`src/rtl/uart_pkg.sv`:
```
// Shared UART definitions used by both the transmitter and the receiver.
// Holds the frame state encoding, the oversample ratio and the parity helper.
// No logic of its own; purely declarations.
package uart_pkg;

    localparam int OVERSAMPLE   = 16;
    localparam int MAX_DATABITS = 9;

    typedef enum logic [2:0] {
        IDLE   = 3'd0,
        START  = 3'd1,
        DATA   = 3'd2,
        PARITY = 3'd3,
        STOP   = 3'd4
    } uart_state_e;

    // Even parity over a word zero-extended to the widest legal frame.
    function automatic logic even_parity(input logic [MAX_DATABITS-1:0] d);
        return ^d;
    endfunction

endpackage

```
`src/rtl/uart_tx_if.sv`:
```
// Word handshake between a producer and the UART transmitter.
// A transfer happens on any clk edge where tx_valid && tx_ready.
// Master drives data/valid, slave (the transmitter) drives ready.
interface uart_tx_if #(
    parameter int DATABITS = 8
);
    logic [DATABITS-1:0] tx_data;
    logic                tx_valid;
    logic                tx_ready;

    modport master (output tx_data, output tx_valid, input  tx_ready);
    modport slave  (input  tx_data, input  tx_valid, output tx_ready);
endinterface

```
`src/rtl/uart_tx.sv`:
```
// UART transmitter: one-entry holding register feeding a start/data/parity/stop framer.
// Latency: start bit begins on the first baud16 tick after the word is buffered; 16 ticks per bit.
// Backpressure: tx_ready low while the holding register is full; it frees when a frame loads.
module uart_tx
    import uart_pkg::*;
#(
    parameter int DATABITS  = 8,
    parameter bit PARITY_EN = 1'b1
) (
    input  logic       clk,
    input  logic       reset,
    input  logic       baud16,
    uart_tx_if.slave   tx,
    output logic       tx_line,
    output logic       tx_busy,
    output logic       tx_done
);

    localparam logic [3:0] TICK_LAST = 4'(OVERSAMPLE - 1);
    localparam logic [3:0] BIT_LAST  = 4'(DATABITS - 1);

    uart_state_e         state_q, state_d;
    logic [3:0]          tick_q, tick_d;
    logic [3:0]          bit_q, bit_d;
    logic [DATABITS-1:0] shift_q, shift_d;
    logic                par_q, par_d;
    logic [DATABITS-1:0] hold_q, hold_d;
    logic                hold_full_q, hold_full_d;
    logic                line_q, line_d;
    logic                busy_q, busy_d;
    logic                done_q, done_d;
    logic                load;

    // Ready depends only on the holding flag so a producer never sees a combinational path from baud16.
    assign tx.tx_ready = !hold_full_q;
    assign tx_line     = line_q;
    assign tx_busy     = busy_q;
    assign tx_done     = done_q;

    // Next-state: handshake capture, bit timing and frame sequencing.
    always_comb begin
        state_d     = state_q;
        tick_d      = tick_q;
        bit_d       = bit_q;
        shift_d     = shift_q;
        par_d       = par_q;
        hold_d      = hold_q;
        hold_full_d = hold_full_q;
        line_d      = line_q;
        done_d      = 1'b0;
        load        = 1'b0;

        // Accept only into an empty holding register; a load needs it full, so the two never coincide.
        if (tx.tx_valid && !hold_full_q) begin
            hold_d      = tx.tx_data;
            hold_full_d = 1'b1;
        end

        if (baud16) begin
            if (state_q == IDLE) begin
                load = hold_full_q;
            end else begin
                tick_d = tick_q + 4'd1;
                if (tick_q == TICK_LAST) begin
                    case (state_q)
                        START: begin
                            line_d  = shift_q[0];
                            bit_d   = 4'd0;
                            state_d = DATA;
                        end
                        DATA: begin
                            if (bit_q < BIT_LAST) begin
                                shift_d = shift_q >> 1;
                                line_d  = shift_q[1];
                                bit_d   = bit_q + 4'd1;
                            end else if (PARITY_EN) begin
                                line_d  = par_q;
                                state_d = PARITY;
                            end else begin
                                line_d  = 1'b1;
                                state_d = STOP;
                            end
                        end
                        PARITY: begin
                            line_d  = 1'b1;
                            state_d = STOP;
                        end
                        STOP: begin
                            done_d = 1'b1;
                            if (hold_full_q) begin
                                load = 1'b1;
                            end else begin
                                state_d = IDLE;
                            end
                        end
                        default: begin
                            line_d  = 1'b1;
                            state_d = IDLE;
                        end
                    endcase
                end
            end
        end

        // Frame load: parity is fixed from the captured word so later shifts do not disturb it.
        if (load) begin
            shift_d     = hold_q;
            par_d       = even_parity(MAX_DATABITS'(hold_q));
            hold_full_d = 1'b0;
            line_d      = 1'b0;
            tick_d      = 4'd0;
            state_d     = START;
        end

        busy_d = (state_d != IDLE);
    end

    // State registers; reset forces the line idle-high immediately and drops any partial frame.
    always_ff @(posedge clk or posedge reset) begin
        if (reset) begin
            state_q     <= IDLE;
            tick_q      <= 4'd0;
            bit_q       <= 4'd0;
            shift_q     <= '0;
            par_q       <= 1'b0;
            hold_q      <= '0;
            hold_full_q <= 1'b0;
            line_q      <= 1'b1;
            busy_q      <= 1'b0;
            done_q      <= 1'b0;
        end else begin
            state_q     <= state_d;
            tick_q      <= tick_d;
            bit_q       <= bit_d;
            shift_q     <= shift_d;
            par_q       <= par_d;
            hold_q      <= hold_d;
            hold_full_q <= hold_full_d;
            line_q      <= line_d;
            busy_q      <= busy_d;
            done_q      <= done_d;
        end
    end

endmodule

```
`src/flat_wrapper.sv`:
```
// flat-port wrapper written by rule: the top's interface ports become plain ports
module uart_tx_flat import uart_pkg::*;
#(
    parameter int DATABITS  = 8,
    parameter bit PARITY_EN = 1'b1
)
  (clk, reset, baud16, tx_line, tx_busy, tx_done, tx_tx_data, tx_tx_valid, tx_tx_ready);
  uart_tx_if #(.DATABITS(DATABITS)) tx_i ();
  input  logic clk;
  input  logic reset;
  input  logic baud16;
  output logic tx_line;
  output logic tx_busy;
  output logic tx_done;
  input wire logic [$bits(tx_i.tx_data)-1:0] tx_tx_data;
  input wire logic [$bits(tx_i.tx_valid)-1:0] tx_tx_valid;
  output wire logic [$bits(tx_i.tx_ready)-1:0] tx_tx_ready;
  assign tx_i.tx_data = tx_tx_data;
  assign tx_i.tx_valid = tx_tx_valid;
  assign tx_tx_ready = tx_i.tx_ready;
  uart_tx #(.DATABITS(DATABITS), .PARITY_EN(PARITY_EN)) u_core (.clk(clk), .reset(reset), .baud16(baud16), .tx(tx_i), .tx_line(tx_line), .tx_busy(tx_busy), .tx_done(tx_done));
endmodule
```
`config.mk`:
```
export PLATFORM = sky130hd
export DESIGN_NAME = uart_tx_flat
export DESIGN_NICKNAME = d
export VERILOG_FILES = /design/src/rtl/uart_pkg.sv /design/src/rtl/uart_tx_if.sv /design/src/rtl/uart_tx.sv /design/src/flat_wrapper.sv
export SDC_FILE = /design/constraint.sdc
export NUM_CORES = 1
export LEC_CHECK = 0
export BUFFER_PORTS_ARGS = -buffer_cell sky130_fd_sc_hd__buf_2
export CAP_MARGIN = 0
export CORE_ASPECT_RATIO = 0.8
export CORE_UTILIZATION = 35
export DETAILED_ROUTE_END_ITERATION = 10
export PLACE_DENSITY_LB_ADDON = 0.25
export SETUP_SLACK_MARGIN = 0.1
export SLEW_MARGIN = 10
export SYNTH_ARGS = -nofsm -noshare
export SYNTH_HDL_FRONTEND = slang
export SYNTH_SLANG_ARGS = --single-unit
export TNS_END_PERCENT = 100
```
`constraint.sdc`:
```
create_clock -name clk -period 4.27 [get_ports clk]
set_input_delay 0.427 -clock clk [delete_from_list [all_inputs] [get_ports clk]]
set_output_delay 0.427 -clock clk [all_outputs]
set_load 0.01 [all_outputs]
```
==> results_dict.tcl, run 1 <==
set metrics [dict create \
    chipHeight_um 63.0 \
    netlist.area_leader.share_pct 47.7 \
    p_per_area_mw_per_mm2 691 \
    post-synth-top-count-cell "sky130_fd_sc_hd__dfrtp_1" \
    class_of_the_tightest_hold_or_removal_check "input pin to asynchronous set/reset pin" \
    synth_cell_type_count 41 \
    port_buffers 15 \
    grt_setup_unrepaired "no" \
    whs_ns 0.216 \
    grt_pass1_vias 1106 \
    achievable-frequency_mhz 528 \
    largest_net_degree_at_the_start_of_global_routing 33 \
    postCtsSetupRepairBufs 0 \
    yosys_synthesis_warning_count 0 \
    post_cts_resize_count 0 \
    root_buffer_cell "sky130_fd_sc_hd__clkbuf_8" \
    finalClockSkew_ns 0.00502 \
    finalMaxSlewViolations 0 \
    layout-drive-gt1-share_pct 30.5 \
    antenna_found_initial 0 \
    layout.nets 178 \
    synth.area.top_cells "sky130_fd_sc_hd__dfrtp_1, sky130_fd_sc_hd__mux2_2, sky130_fd_sc_hd__xnor2_1" \
    final_antenna_net_count 0 \
    dr.first_iter.drc_count 84 \
    via_count 1120 \
    timing.final.crit_period_ns 1.89 \
    arrival_ns 2.06 \
    yosysSeqAreaShare_pct 49.3 \
    gp_congestion 0.744 \
    cp-startpoint "u_core.state_q[0]$_DFF_PP0_" \
    hpwlAfterDp_um 2130 \
    grtUsageTotal_pct 13.9 \
    placement.setup.worst_slack_ns 2.38 \
    tritoncts "built" \
    run_status "finished, final reports clean" \
    critPathMaxFanout 15 \
    floorplan.core_area_mm2 0.00431 \
    synth_enable_flop_cells 0 \
    fin_setup_tns_ns 0 \
    leakagePower_nw 0.817 \
    chipWidth_um 78.2 \
    worst-slew-pin-transition_ns 0.751 \
    avgViaCountPerCell 5.07 \
    numCtsBuffers 5 \
    dominantRegCellSynth "sky130_fd_sc_hd__dfrtp_1" \
    max_root_sink_buffers 2 \
    fin_crit_sh_pct 44.4 \
    grt_pass1_wl_um 5210 \
    syn_avg_cell_area_um2 11.1 \
    grt_overflow 0 \
    synth_top_cells_by_count "sky130_fd_sc_hd__dfrtp_1, sky130_fd_sc_hd__mux2_2, sky130_fd_sc_hd__nand2_1, sky130_fd_sc_hd__nor2_1" \
    power.ir.vdd_worst_uv 287 \
    syn2layout_area_growth_pct 12.8 \
    crit_path_end_kind "register" \
    hold_violations 0 \
    setup.worst_path.start_class "register" \
    path_class "register to register" \
    required_ns 4.43 \
    clock-sinks 32 \
    drt_pre_antenna_iters 4 \
    crit-reg2reg-launch "u_core.state_q[0]$_DFF_PP0_" \
    io_pins 16 \
    synth.cell_area_mm2 0.00163 \
    maxSlewHeadroom_pct 49.9 \
    setup_slack_ns 2.38 \
    start_util_pct 37.7 \
    route.detailed.drc 0 \
    ffs_latches_synth 32 \
    post_cts_hold_buffers 0 \
    fp-row-count 21 \
    syn-num-nets 160 \
    drt-total-wl_um 2960 \
    report.final.setup_viol 0 \
    clk_transition_reported_paths_ns 0.06 \
    n_antenna_cell 0 \
    netlist.top_cell.by_area "sky130_fd_sc_hd__dfrtp_1" \
    insertion_delay_ns 0.28 \
    max_cap_violations 0 \
    design.die.area_mm2 0.00493 \
    syn-instance-count 146 \
    cts.htree.levels 2 \
    wirelength_per_cell_um 13.4 \
    post_synth_arst_share_pct 100 \
]
-- cells by family after synthesis --
| logic type | Yosys count | synth area share [%] |
|---|---|---|
| compound gates | 26 | 11.5 |
| xor+xnor | 9 | 4.85 |
| fa+ha+maj | 2 | 1.54 |
| buf+inv | 9 | 2.54 |
| flops | 32 | 49.3 |
| mux | 24 | 16.6 |
| simple gates | 44 | 13.6 |
-- critical path: stages, from the launching register on --
cell                      delay [ns]
sky130_fd_sc_hd__dfrtp_1        0.54
sky130_fd_sc_hd__nor3_2         0.33
sky130_fd_sc_hd__o21ai_1        0.21
sky130_fd_sc_hd__a21oi_4        0.31
sky130_fd_sc_hd__mux2_2         0.38
-- stage by stage --
stage | cells | total power, mW | util, % | instance area, um2
finish | 221 | 1.27 | 42.6 | 1840
global placement | 214 | 1.04 | 40.8 | 1760
global route | 221 | 1.36 | 42.6 | 1840
floorplan | 146 | 0.951 | - | 1630
CTS | 221 | 1.28 | 42.6 | 1840
detailed placement | 214 | 1.06 | 40.8 | 1760
-- registers in the layout, indices dropped and copies added (netlist names) --
name                cells
u_core.par_q            1
u_core.shift_q          8
u_core.bit_q            4
u_core.hold_q           8
u_core.tx_busy          1
u_core.hold_full_q      1
u_core.tx_line          1
u_core.state_q          3
u_core.tx_done          1
u_core.tick_q           4
-- placed cells by master, fill, tap and decap left out, types with 2 or more instances in the layout --
master | netlist | routed
sky130_fd_sc_hd__a21oi_1 | 2 | 2
sky130_fd_sc_hd__buf_2 | 3 | 15
sky130_fd_sc_hd__buf_4 | 1 | 2
sky130_fd_sc_hd__clkbuf_8 | 0 | 5
sky130_fd_sc_hd__dfrtp_1 | 31 | 31
sky130_fd_sc_hd__ha_1 | 2 | 2
sky130_fd_sc_hd__inv_1 | 3 | 3
sky130_fd_sc_hd__mux2_1 | 2 | 2
sky130_fd_sc_hd__mux2_2 | 22 | 22
sky130_fd_sc_hd__nand2_1 | 15 | 15
sky130_fd_sc_hd__nand2b_1 | 2 | 2
sky130_fd_sc_hd__nand3_1 | 4 | 4
sky130_fd_sc_hd__nand4_1 | 2 | 2
sky130_fd_sc_hd__nor2_1 | 10 | 10
sky130_fd_sc_hd__nor3_1 | 3 | 3
sky130_fd_sc_hd__o21ai_0 | 7 | 7
sky130_fd_sc_hd__o21ai_1 | 2 | 2
sky130_fd_sc_hd__o22ai_1 | 2 | 2
sky130_fd_sc_hd__o31ai_1 | 2 | 2
sky130_fd_sc_hd__xnor2_1 | 7 | 7
sky130_fd_sc_hd__xor2_1 | 2 | 2
-- report_power, final --
part           internal, mW  switching [mW]
Sequential            0.424           0.113
Clock                 0.111           0.103
Combinational         0.288           0.231
Total                 0.822           0.447
-- worst paths after layout --
check | endpoint | slack [ns] | depth (start not counted)
max | u_core.shift_q[4]$_DFFE_PP0P_ | 2.38 | 4
min | u_core.hold_q[1]$_DFFE_PP0P_ | 0.22 | 3
max reg2reg | u_core.shift_q[4]$_DFFE_PP0P_ | 2.38 | 4
min reg2reg | u_core.par_q$_DFFE_PP0P_ | 0.50 | 2
max in group asynchronous | u_core.tx_line$_DFFE_PP1P_ | 3.73 | 3
min in group clk | u_core.hold_full_q$_DFFE_PP0P_ | 0.37 | 3
-- area by class of cell --
type,instances,area (um2)
well taps,57,71.3
inverters,3,11.3
clock buffers,6,72.6
flip-flops and latches,32,802
fillers,428,2470
repair buffers,17,90.1
multi-input cells,105,783
clock inverters,1,5.00
-- per-layer routing --
layer	part of all wire, %	global-route usage, %
met1	49	18.9
met2	46	19.6
met3	3.9	4.38
met4	0.61	7.41
met5	0	0
No activity file was read; power rests on OpenSTA's default activity.
==> run 2: changes to the inputs <==
ABC_AREA = 1   (was unset)
clock period = 1.55 ns   (was 4.27 ns; I/O delays follow)
==> results_dict.tcl, run 2 <==
set metrics [dict create \
    fin_setup_tns_ns 0 \
    crit-reg2reg-launch "u_core.state_q[1]$_DFF_PP0_" \
    numCtsBuffers 5 \
    maxSlewHeadroom_pct 73.0 \
    layout.cell_area.non_filler_mm2 0.00235 \
    dr.first_iter.drc_count 92 \
    placement.setup.worst_slack_ns 0.0527 \
    rr_endpoint "u_core.shift_q[2]$_DFFE_PP0P_" \
    fp-row-count 22 \
    final_antenna_net_count 0 \
    arrival_ns 1.65 \
    netSwitchingFraction_pct 40.7 \
    avgViaCountPerCell 4.58 \
    hold_violations 0 \
    yosysSeqAreaShare_pct 44.6 \
    power.share.clock_pct 19.7 \
    max_root_sink_buffers 2 \
    synth_cell_type_count 26 \
    final_common_cell "sky130_fd_sc_hd__nand2_1" \
    grt_setup_unrepaired "yes" \
    synth.cell_area_mm2 0.00180 \
    most-common-layout-cells "sky130_fd_sc_hd__nand2_1, sky130_fd_sc_hd__dfrtp_1, sky130_fd_sc_hd__nand3_1" \
    worst-slew-pin-transition_ns 0.405 \
    hpwlAfterDp_um 2570 \
    grtUsageTotal_pct 15.9 \
    achievable-frequency_mhz 705 \
    leakagePower_nw 1.24 \
    p_per_area_mw_per_mm2 1910 \
    via_count 1566 \
    chipWidth_um 82.1 \
    gp_congestion 0.787 \
    layout-drive-gt1-share_pct 29.4 \
    path_class "register to register" \
    dominantRegCellSynth "sky130_fd_sc_hd__dfrtp_1" \
    cp-startpoint "u_core.state_q[1]$_DFF_PP0_" \
    insertion_delay_ns 0.29 \
    start_util_pct 37.7 \
    combinationalPowerShare_pct 47.2 \
    reg.largest.list "u_core.hold_q: 8 flops, u_core.shift_q: 8 flops" \
    antenna_found_initial 0 \
    power.share.sequential_pct 33.1 \
    finalClockSkew_ns 0.0121 \
    crit_path_end_kind "register" \
    setup.worst_path.start_class "register" \
    whs_ns 0.0904 \
    run_status "finished, final reports clean" \
    synth_enable_flop_cells 0 \
    io_pins 16 \
    layout.nets 295 \
    tritoncts "built" \
    p_total_mw 4.49 \
    max_cap_violations 0 \
    drt-total-wl_um 3840 \
    grt_pass1_wl_um 6400 \
    route.detailed.drc 0 \
    critPathMaxFanout 7 \
    report.final.setup_viol 0 \
    timing.final.crit_period_ns 1.42 \
    wirelength_per_cell_um 11.2 \
    internal_power_contribution_mw 2.67 \
    class_of_the_tightest_hold_or_removal_check "input pin to register" \
    cts.htree.levels 2 \
    clock-sinks 32 \
    clk_transition_reported_paths_ns 0.07 \
    syn-num-nets 253 \
    post_synth_arst_share_pct 100 \
    netlist.area_leader.share_pct 43.2 \
    ff2ff_setup_slack_ns 0.13 \
    chipHeight_um 66.1 \
    setup_slack_ns 0.132 \
    root_buffer_cell "sky130_fd_sc_hd__clkbuf_8" \
    fin_util_pct 49.3 \
    required_ns 1.78 \
    grt_pass1_vias 1429 \
    yosys_synthesis_warning_count 0 \
    hp-start "tx_tx_data[7]" \
    instances_no_fill 342 \
    post_place_instance_area_mm2 0.00199 \
    post-synth-top-count-cell "sky130_fd_sc_hd__nand2_1" \
    crit_path_end "u_core.shift_q[2]$_DFFE_PP0P_" \
    syn-instance-count 239 \
    placed_cell_count 320 \
    power.ir.vdd_worst_uv 878 \
    design.die.area_mm2 0.00543 \
    fin_crit_sh_pct 91.5 \
    worst-r2r-cell-count 8 \
    netlist.top_cell.by_area "sky130_fd_sc_hd__dfrtp_1" \
    finalMaxSlewViolations 0 \
    switchingPower_mw 1.83 \
    ffs_latches_synth 32 \
    grt_overflow 0 \
    synth_top_cells_by_count "sky130_fd_sc_hd__nand2_1, sky130_fd_sc_hd__dfrtp_1, sky130_fd_sc_hd__nand3_1, sky130_fd_sc_hd__inv_1, sky130_fd_sc_hd__nor2_1" \
    drt_pre_antenna_iters 4 \
    n_antenna_cell 0 \
    floorplan.core_area_mm2 0.00476 \
    syn_avg_cell_area_um2 7.52 \
    largest_net_degree_at_the_start_of_global_routing 33 \
    synth.area.top_cells "sky130_fd_sc_hd__dfrtp_1, sky130_fd_sc_hd__nand2_1, sky130_fd_sc_hd__nand3_1" \
    port_buffers 15 \
    syn2layout_area_growth_pct 30.6 \
]
run 2: worst max-delay path, stage by stage (launching register included):
cell	delay (ns)
sky130_fd_sc_hd__dfrtp_2	0.42
sky130_fd_sc_hd__buf_6	0.12
sky130_fd_sc_hd__nand2_2	0.06
sky130_fd_sc_hd__nor2_4	0.16
sky130_fd_sc_hd__nand4_1	0.17
sky130_fd_sc_hd__nand2_4	0.17
sky130_fd_sc_hd__buf_4	0.13
sky130_fd_sc_hd__nand3_1	0.06
sky130_fd_sc_hd__nand2_1	0.07
run 2: worst min-delay path by stage:
stage | slack, ns | depth (start not counted) | end
6_report | 0.09 | 2 | u_core.hold_q[7]$_DFFE_PP0P_
5_1_grt | 0.10 | 2 | u_core.hold_q[3]$_DFFE_PP0P_
4_1_cts | 0.09 | 2 | u_core.hold_q[7]$_DFFE_PP0P_
3_5_place_dp | 0.27 | 3 | u_core.hold_q[3]$_DFFE_PP0P_
3_3_place_gp | 0.26 | 3 | u_core.tick_q[1]$_DFFE_PP0P_
2_1_floorplan | 0.27 | 1 | u_core.bit_q[0]$_DFFE_PP0P_
run 2: cell type report:
cell class | instances | area (um2)
clock buffers | 7 | 96.3
fillers | 459 | 2420
repair buffers | 39 | 274
clock inverters | 1 | 30.0
multi-input cells | 179 | 968
flip-flops and latches | 32 | 805
well taps | 60 | 75.1
inverters | 24 | 97.6
run 2: what timing repair did:
action / in CTS / in global routing
endpoints found under the hold margin: 31 / 0
hold buffers: 1 / 0
pin swaps: 1 / 10
setup buffers: 3 / 10
endpoints found under the setup margin: 13 / 19
gates resized for setup: 2 / 26
run 2: power groups by stage:
| stage | logic [mW] | clock network (mW) | registers (mW) |
|---|---|---|---|
| final | 2.12 | 0.884 | 1.49 |
| after floorplan | 1.38 | 0 | 1.41 |
| after global placement | 1.72 | 0 | 1.46 |
| after detailed placement | 1.74 | 0 | 1.46 |
| after global routing | 2.42 | 0.927 | 1.54 |
| after CTS | 1.84 | 0.904 | 1.45 |
run 2: cell families after synthesis:
family	share of synthesized area, %
AOI/OAI and AO/OA	3.34
xor gates and xnor gates	1.46
adders and majority gates	1.39
buffers and inverters	6.96
DFF	44.6
muxes	3.06
and+or+nand+nor	39.1
run 2: layer usage:
layer	up-vias	part of all wire, %	GRT usage, %	routed length, um
li1	837	-	-	-
met1	698	54	24.2	2080
met2	23	41	20.7	1570
met3	8	3.1	4.14	120
met4	0	1.7	6.58	67
met5	-	0	0	0
